$ cat src/rtl/cacheline_adapter.sv
// Adapts 256-bit cache line reads and writes into BURST_LEN-beat bursts on the bmem bus.
// Define CLA_RADDR_CHECK_EN to drop returning read beats whose bmem_raddr tag does not match the burst address.
//
// state    | meaning
// IDLE     | waiting for dfp_read / dfp_write (write wins)
// RD_REQ   | bmem_read held until memory accepts the command
// RD_WAIT  | collecting BURST_LEN read beats into dfp_rdata
// WR_BURST | presenting write beats, advancing on bmem_ready
// RESP     | dfp_resp pulse, then back to IDLE
module cacheline_adapter #(
   parameter int BURST_LEN  = 4,
   parameter int BEAT_WIDTH = 64
) (
   input  logic                  clk,
   input  logic                  rst,
   input  logic [31:0]           dfp_addr,
   input  logic                  dfp_read,
   input  logic                  dfp_write,
   input  logic [255:0]          dfp_wdata,
   output logic [255:0]          dfp_rdata,
   output logic                  dfp_resp,
   output logic [31:0]           bmem_addr,
   output logic                  bmem_read,
   output logic                  bmem_write,
   output logic [BEAT_WIDTH-1:0] bmem_wdata,
   input  logic                  bmem_ready,
   input  logic [31:0]           bmem_raddr,
   input  logic [BEAT_WIDTH-1:0] bmem_rdata,
   input  logic                  bmem_rvalid
);

   localparam int CW = (BURST_LEN > 1) ? $clog2(BURST_LEN) : 1;
   localparam logic [CW-1:0] LAST = CW'(BURST_LEN - 1);

   localparam logic [2:0] IDLE     = 3'd0;
   localparam logic [2:0] RD_REQ   = 3'd1;
   localparam logic [2:0] RD_WAIT  = 3'd2;
   localparam logic [2:0] WR_BURST = 3'd3;
   localparam logic [2:0] RESP     = 3'd4;

   logic [2:0]    state;
   logic [CW-1:0] cnt;
   logic [255:0]  line_q;
   logic          beat_ok;
   logic          unused_bits;

`ifdef CLA_RADDR_CHECK_EN
   assign beat_ok = bmem_rvalid && (bmem_raddr == bmem_addr);
`else
   assign beat_ok = bmem_rvalid;
`endif

   assign unused_bits = ^{dfp_addr[4:0], bmem_raddr};

   // bmem_addr doubles as the latched line address; line_q holds the beats still to be sent.
   always_ff @(posedge clk or posedge rst) begin
      if (rst) begin
         state      <= IDLE;
         cnt        <= '0;
         line_q     <= '0;
         dfp_rdata  <= '0;
         dfp_resp   <= 1'b0;
         bmem_addr  <= '0;
         bmem_read  <= 1'b0;
         bmem_write <= 1'b0;
         bmem_wdata <= '0;
      end else begin
         dfp_resp <= 1'b0;
         case (state)
            IDLE: begin
               if (dfp_write) begin
                  bmem_addr  <= {dfp_addr[31:5], 5'b0};
                  bmem_write <= 1'b1;
                  bmem_wdata <= dfp_wdata[BEAT_WIDTH-1:0];
                  line_q     <= dfp_wdata >> BEAT_WIDTH;
                  cnt        <= '0;
                  state      <= WR_BURST;
               end else if (dfp_read) begin
                  bmem_addr <= {dfp_addr[31:5], 5'b0};
                  bmem_read <= 1'b1;
                  cnt       <= '0;
                  state     <= RD_REQ;
               end
            end
            RD_REQ: begin
               if (bmem_ready) begin
                  bmem_read <= 1'b0;
                  state     <= RD_WAIT;
               end
            end
            RD_WAIT: begin
               // Beats shift in from the top so beat 0 ends up in the low word.
               if (beat_ok) begin
                  dfp_rdata <= {bmem_rdata, dfp_rdata[255:BEAT_WIDTH]};
                  if (cnt == LAST) begin
                     cnt      <= '0;
                     dfp_resp <= 1'b1;
                     state    <= RESP;
                  end else begin
                     cnt <= cnt + 1'b1;
                  end
               end
            end
            WR_BURST: begin
               if (bmem_ready) begin
                  if (cnt == LAST) begin
                     bmem_write <= 1'b0;
                     cnt        <= '0;
                     dfp_resp   <= 1'b1;
                     state      <= RESP;
                  end else begin
                     bmem_wdata <= line_q[BEAT_WIDTH-1:0];
                     line_q     <= line_q >> BEAT_WIDTH;
                     cnt        <= cnt + 1'b1;
                  end
               end
            end
            RESP:    state <= IDLE;
            default: state <= IDLE;
         endcase
      end
   end

endmodule

$ cat config.mk
export PLATFORM = sky130hd
export DESIGN_NAME = cacheline_adapter
export DESIGN_NICKNAME = d
export VERILOG_FILES = /design/src/rtl/cacheline_adapter.sv
export SDC_FILE = /design/constraint.sdc
export NUM_CORES = 1
export LEC_CHECK = 0
export CAP_MARGIN = 20
export CORE_AREA = 3 3 287 289
export CTS_CLUSTER_SIZE = 25
export DETAILED_ROUTE_END_ITERATION = 6
export DIE_AREA = 0 0 290 292
export GPL_TIMING_DRIVEN = 1
export PLACE_DENSITY = 0.5
export SLEW_MARGIN = 10
export SYNTH_ARGS = -nofsm -noshare
export SYNTH_HDL_FRONTEND = slang
export SYNTH_SLANG_ARGS = --single-unit
$ cat constraint.sdc
create_clock -name clk -period 39.7 [get_ports clk]
set_input_delay 3.97 -clock clk [delete_from_list [all_inputs] [get_ports clk]]
set_output_delay 3.97 -clock clk [all_outputs]
set_load 0.02 [all_outputs]
**Word-level counts from Yosys, hierarchy flattened**

Cells that the tools add are included.

- Multipliers: 0
- Equality and inequality tests: 13
- Reduce and logical (&&, ||, !) cells: 12
- Divide/modulo/power cells: 0
- Bitwise operators: 0
- Order comparisons: 0
- Add/subtract/negate cells: 1
- Shift-type cells: 0
- Muxes and demuxes: 35

Operator list:

| kind | number |
|---|---|
| 256-bit two-way mux | 3 |
| 256-bit case mux with 2 select lines | 1 |
| 64-bit two-way mux | 3 |
| 64-bit case mux with 2 select lines | 1 |
| 32-bit two-way mux | 2 |
| 4-bit AND reduction | 5 |
| 3-bit two-way mux | 6 |
| 2-bit != test, second input constant | 8 |
| 3-bit case mux with 4 select lines | 1 |
| 2-bit two-way mux | 5 |
| 1-bit two-way mux | 9 |
| 3-bit by 2-bit == test with 1-bit output, second input constant | 2 |
| 1-bit case mux with 2 select lines | 3 |
| 2-bit case mux with 3 select lines | 1 |
| 2-bit nonzero test | 3 |
| 2-bit AND reduction | 2 |
| 3-bit by 1-bit == test with 1-bit output, second input constant | 1 |
| 3-bit zero test | 1 |
| 3-bit != test, second input constant | 1 |
| 3-bit nonzero test | 1 |
| 2-bit by 1-bit adder with 2-bit output, second input constant | 1 |
| 2-bit == test, second input constant | 1 |

- Memory bits (writable): 0
- Memories kept: 0
- Bits in read-only memories: 0
- Latch bits: 0
- Flip-flop bits (word level): 616
- Logic and storage cells: 70
- Input bits: 390
- Output and inout bits: 355

**Longest topological paths before layout**

- Word-level depth: 4
- Mapped depth: 8
- Gate-level depth less buffers: 5

**Worst setup path after synthesis**

No wires, ideal clock.

- Path kind: input port to flip-flop
- Start point: input dfp_write
- End point: register bmem_wdata[20]
- Cell stages on the path: 5
- Required time: 39.570 ns
- Library setup time: 0.130 ns
- Setup slack: 34.501 ns
- Path buffers: 2
- Arrival: 5.070 ns
- Cell sequence: or3b_1 > a21oi_4 > clkbuf_1 > buf_2 > a31oi_1

- Word-level cells in the longest chain between the ends: 2

Ends and longest elaborated chain:

| what | RTL line | RTL |
|---|---|---|
| start: declaration | 18 | `input logic dfp_write,` |
| 2-bit != test (no line) | -- |  |
| 4-bit AND reduction (no line) | -- |  |
| end signal: assignment | 74 | `bmem_wdata <= dfp_wdata[BEAT_WIDTH-1:0];` |
| end signal: assignment | 112 | `bmem_wdata <= line_q[BEAT_WIDTH-1:0];` |
| end: declaration | 25 | `output logic [BEAT_WIDTH-1:0] bmem_wdata,` |

Every way passes these cells.
A chain may end at the register's enable or synchronous reset.

**Final worst setup path**

- Start point: input dfp_write
- End point: register bmem_wdata[30]

The elaborated chain is that of the path after synthesis.

==> run_results.csv <==
group,metric,value,unit
critical_path,reg2reg_from,"state[1]",
grt,globalRouteTotalUtil,0.1645,
timing,finalSetupViolCount,0,
timing,worst_setup_margin,32.24,ns
drt,antenna_left,0,
drt,drt_iter0_markers,896,
die,top_level_ports,745,
synth,syn-instance-count,1980,
critical_path,worstSetupStartpointType,"input port",
clocking,clock_pin_transition_on_the_worst_setup_and_hold_timing_paths,0.06,ns
clocking,clock_tree.htree_level_count,3,
critical_path,critical_path.reg2reg.endpoint,"bmem_wdata[30]",
drt,wl,71690,µm
synth,mean_post_synth_cell_area,11.14,µm²
timing,worst_clock_skew,0.02053,ns
synth,synth.top_cells.by_area,"sky130_fd_sc_hd__dfrtp_1 (62%), sky130_fd_sc_hd__mux2_2 (15%), sky130_fd_sc_hd__nand2_1 (8.8%)",
pwr,sequentialPowerShare,0.342,
placed_design,place_ws,31.68,ns
synth,synth.most_common_cell,"sky130_fd_sc_hd__dfrtp_1",
grt,grt_pass1_wl,108600,µm
synth,ys_warn_count,0,
synth,post_synth_most_frequent_cells,"sky130_fd_sc_hd__dfrtp_1 (547), sky130_fd_sc_hd__nand2_1 (519), sky130_fd_sc_hd__mux2_2 (285)",
layout,proportion_of_layout_cells_with_a_drive_suffix_above_1,0.1567,
timing,post-route-period-util,0.1880,
run,timing.max_cap.violations,0,
clocking,cts-root-buf,"sky130_fd_sc_hd__clkbuf_16",
grt,grt_start_max_net_pins,251,
placed_design,port_buffers,702,
critical_path,worstPathCellList,"clkdlybuf4s50_1 -> or3b_1 -> a21oi_4 -> buf_12 -> buf_4 -> buf_4 -> buf_16 -> nor2_1 -> a31oi_1",
layout,fill_cells,7784,
timing,drv_slew,0,
die,initial_core_utilization,0.2751,
critical_path,max_fo_critical_path,250,
synth,netlist-cell-type-count,26,
clocking,cts_hold_repair.buffers,0,
grt,grt_pass1_vias,17360,
synth,synth_async_sr_flop_share,1.000,
timing,slew_hr,0.1863,
pwr,power.density,92.23,mW/mm²
synth,post-synth-top-area-cell,"sky130_fd_sc_hd__dfrtp_1",
synth,synth-seq-cells,547,
die,core,0.08016,mm²
critical_path,regToRegSetupSlack,35.68,ns
drt,route.detailed.vias_per_inst,4.483,
clocking,insertion_delay,0.58,ns
timing,finalHoldViolations,0,
hold_path,worst_hold_path.endpoint,"line_q[164]",
layout,register_area,0.01369,mm²
timing,post-route-min-period,7.465,ns
critical_path,slowest_delay,0.78,ns
clocking,postCtsSetupBuffers,0,
layout,multi_input_comb_area,0.007636,mm²
timing,worst_max_slew_pin_slew,1.221,ns
synth,mappedNetlistArea,0.02205,mm²
critical_path,critical-path-top-cell-by-count,"sky130_fd_sc_hd__buf_4",
pwr,swShare,0.3814,
drt,drc,0,
layout,finish.net_count,3021,
die,die-height,292,µm
pwr,worst_ir_drop_vdd,0.03776,mV
critical_path,r2r.worst_path.cells,8,
placed_design,place.gp.congestion,0.8158,
synth,seq_area_frac_synth,0.6209,
hold_path,hold_path_startpoint,"line_q[164]",
clocking,post_cts_resized,0,
pwr,p_leak,13.59,nW
grt,number_of_antenna_violations_at_the_first_check_in_global_routing,28,
hold_path,worstHoldPathType,"reg -> reg",
synth,synth_top_area_share,0.6209,
timing,max_freq,134.0,MHz
drt,wl_per_cell,19.11,µm
synth,yosys_most_used_dff,"sky130_fd_sc_hd__dfrtp_1",
clocking,cts-buffers-inserted,66,
drt,detailedRoute.firstPassIterationCount,5,
critical_path,crit_slowest_cell,"sky130_fd_sc_hd__buf_4",
die,floorplan.rows,104,
status,status,"finished clean",
die,chipWidth,290,µm
hold_path,whs_path_depth,2,
clocking,cts_num_sinks,547,
clocking,tritoncts,"yes",
clocking,clk_path_buf_depth,3,
drt,overall_via_count_from_detail_route,16820,
synth,edff_count_synth,0,
critical_path,cp_data_arrival_time,7.97,ns
critical_path,worst-endpoint-required,40.20,ns
pwr,internal-power,1.838,mW
pwr,part_of_the_total_power_dissipated_in_the_clock_network,0.206,
timing,fin_tns_setup,0,ns
layout,synthToLayoutAreaGrowth,46.15,%
critical_path,worst-setup-path-type,"in -> reg",
layout,stdcell_area,0.03222,mm²
placed_design,hpwlAfterDp,51860,µm
placed_design,postPlaceCellArea,0.02986,mm²
pwr,power.share.combinational,0.451,
critical_path,end_kind,"flop",
pwr,switching_power,1.134,mW
die,dieArea,0.08468,mm²
grt,congestion_overflow_gr,0,
timing,grt_setup_unrepaired,"false",
[power groups by stage]
stage | registers, mW | clock network, mW | logic (mW)
CTS | 1.02 | 0.636 | 1.36
global route | 1.06 | 0.660 | 1.45
detailed placement | 1.03 | 0 | 1.36
finish | 1.02 | 0.613 | 1.34
floorplan | 1.21 | 0 | 0.569
global placement | 1.02 | 0 | 1.35
[layout make-up]
| cell class | instances | share of cell area |
|---|---|---|
| antenna | 12 | 0.0009319 |
| timing repair buffer | 723 | 0.2262 |
| multi-input combinational | 1287 | 0.2370 |
| tap | 1060 | 0.04116 |
| clock buffer | 98 | 0.06221 |
| clock inverter | 20 | 0.006873 |
| sequential | 547 | 0.4248 |
| inverter | 5 | 0.0008154 |
[cell usage in the layout, fill, tap and decap left out, types with 2 or more instances in the layout]
cell type and n:
sky130_fd_sc_hd__o21ai_0 4, sky130_fd_sc_hd__inv_6 3, sky130_fd_sc_hd__nand2_1 519, sky130_fd_sc_hd__dfrtp_1 547, sky130_fd_sc_hd__buf_4 15, sky130_fd_sc_hd__clkbuf_8 19
sky130_fd_sc_hd__a21oi_1 3, sky130_fd_sc_hd__clkinv_2 9, sky130_fd_sc_hd__buf_16 4, sky130_fd_sc_hd__a31oi_1 193, sky130_fd_sc_hd__buf_12 2, sky130_fd_sc_hd__nor2_1 196
sky130_fd_sc_hd__mux2i_1 2, sky130_fd_sc_hd__clkbuf_1 11, sky130_fd_sc_hd__conb_1 5, sky130_fd_sc_hd__mux2_2 285, sky130_fd_sc_hd__diode_2 12, sky130_fd_sc_hd__clkinvlp_4 2
sky130_fd_sc_hd__nand3_1 64, sky130_fd_sc_hd__clkdlybuf4s50_1 702, sky130_fd_sc_hd__bufinv_16 3, sky130_fd_sc_hd__nor3_1 3, sky130_fd_sc_hd__nand2b_1 2, sky130_fd_sc_hd__clkbuf_16 68
sky130_fd_sc_hd__inv_1 4
[routing by layer]
layer  track usage  part of all wire
met5             0            0.0028
met4       0.04782             0.022
met3       0.07142             0.096
met2        0.2771              0.48
met1        0.1903              0.40
[metrics by stage]
| stage | hold WS [ns] | power, mW | utilization | cells |
|---|---|---|---|---|
| 2_1_floorplan | 0.4386 | 1.777 | - | 1984 |
| 3_3_place_gp | 0.4510 | 2.364 | 0.3725 | 3618 |
| 3_5_place_dp | 0.4557 | 2.392 | 0.3725 | 3618 |
| 4_1_cts | 0.4685 | 3.022 | 0.4002 | 3736 |
| 5_1_grt | 0.4887 | 3.169 | 0.4017 | 3744 |
| 6_report | 0.4644 | 2.972 | 0.4020 | 3752 |
[flip-flops by register name (all words and copies together) (netlist names)]
name,flops
dfp_rdata,256
line_q,192
bmem_wdata,64
bmem_addr,27
state,3
cnt,2
bmem_read,1
bmem_write,1
dfp_resp,1
[worst max-delay path by stage]
stage / from / to / slack (ns)
floorplan: rst / bmem_addr[10] / 20.44
global placement: dfp_write / line_q[158] / 31.70
detailed placement: dfp_write / bmem_wdata[29] / 31.68
CTS: dfp_write / bmem_wdata[29] / 32.34
global route: dfp_write / line_q[23] / 31.95
finish: dfp_write / bmem_wdata[30] / 32.24
[critical path: cells and delay by family]
kind                   cells  cell delay, ns
buffers and inverters      5            2.72
AO/OA/AOI/OAI              2            0.31
AND/OR/NAND/NOR            2            0.52
[cell families (layout without fill, tap and decap cells)]
kind of cell	count (synthesis)	in the layout	synth area share
mux	287	287	0.1465
buf+inv	150	846	0.03422
flops	547	547	0.6209
simple gates	789	789	0.1390
fa+ha+maj	1	1	0.0005674
compound gates	205	205	0.05868
other cells	1	17	0.0001701
No activity file was read; power rests on OpenSTA's default activity.
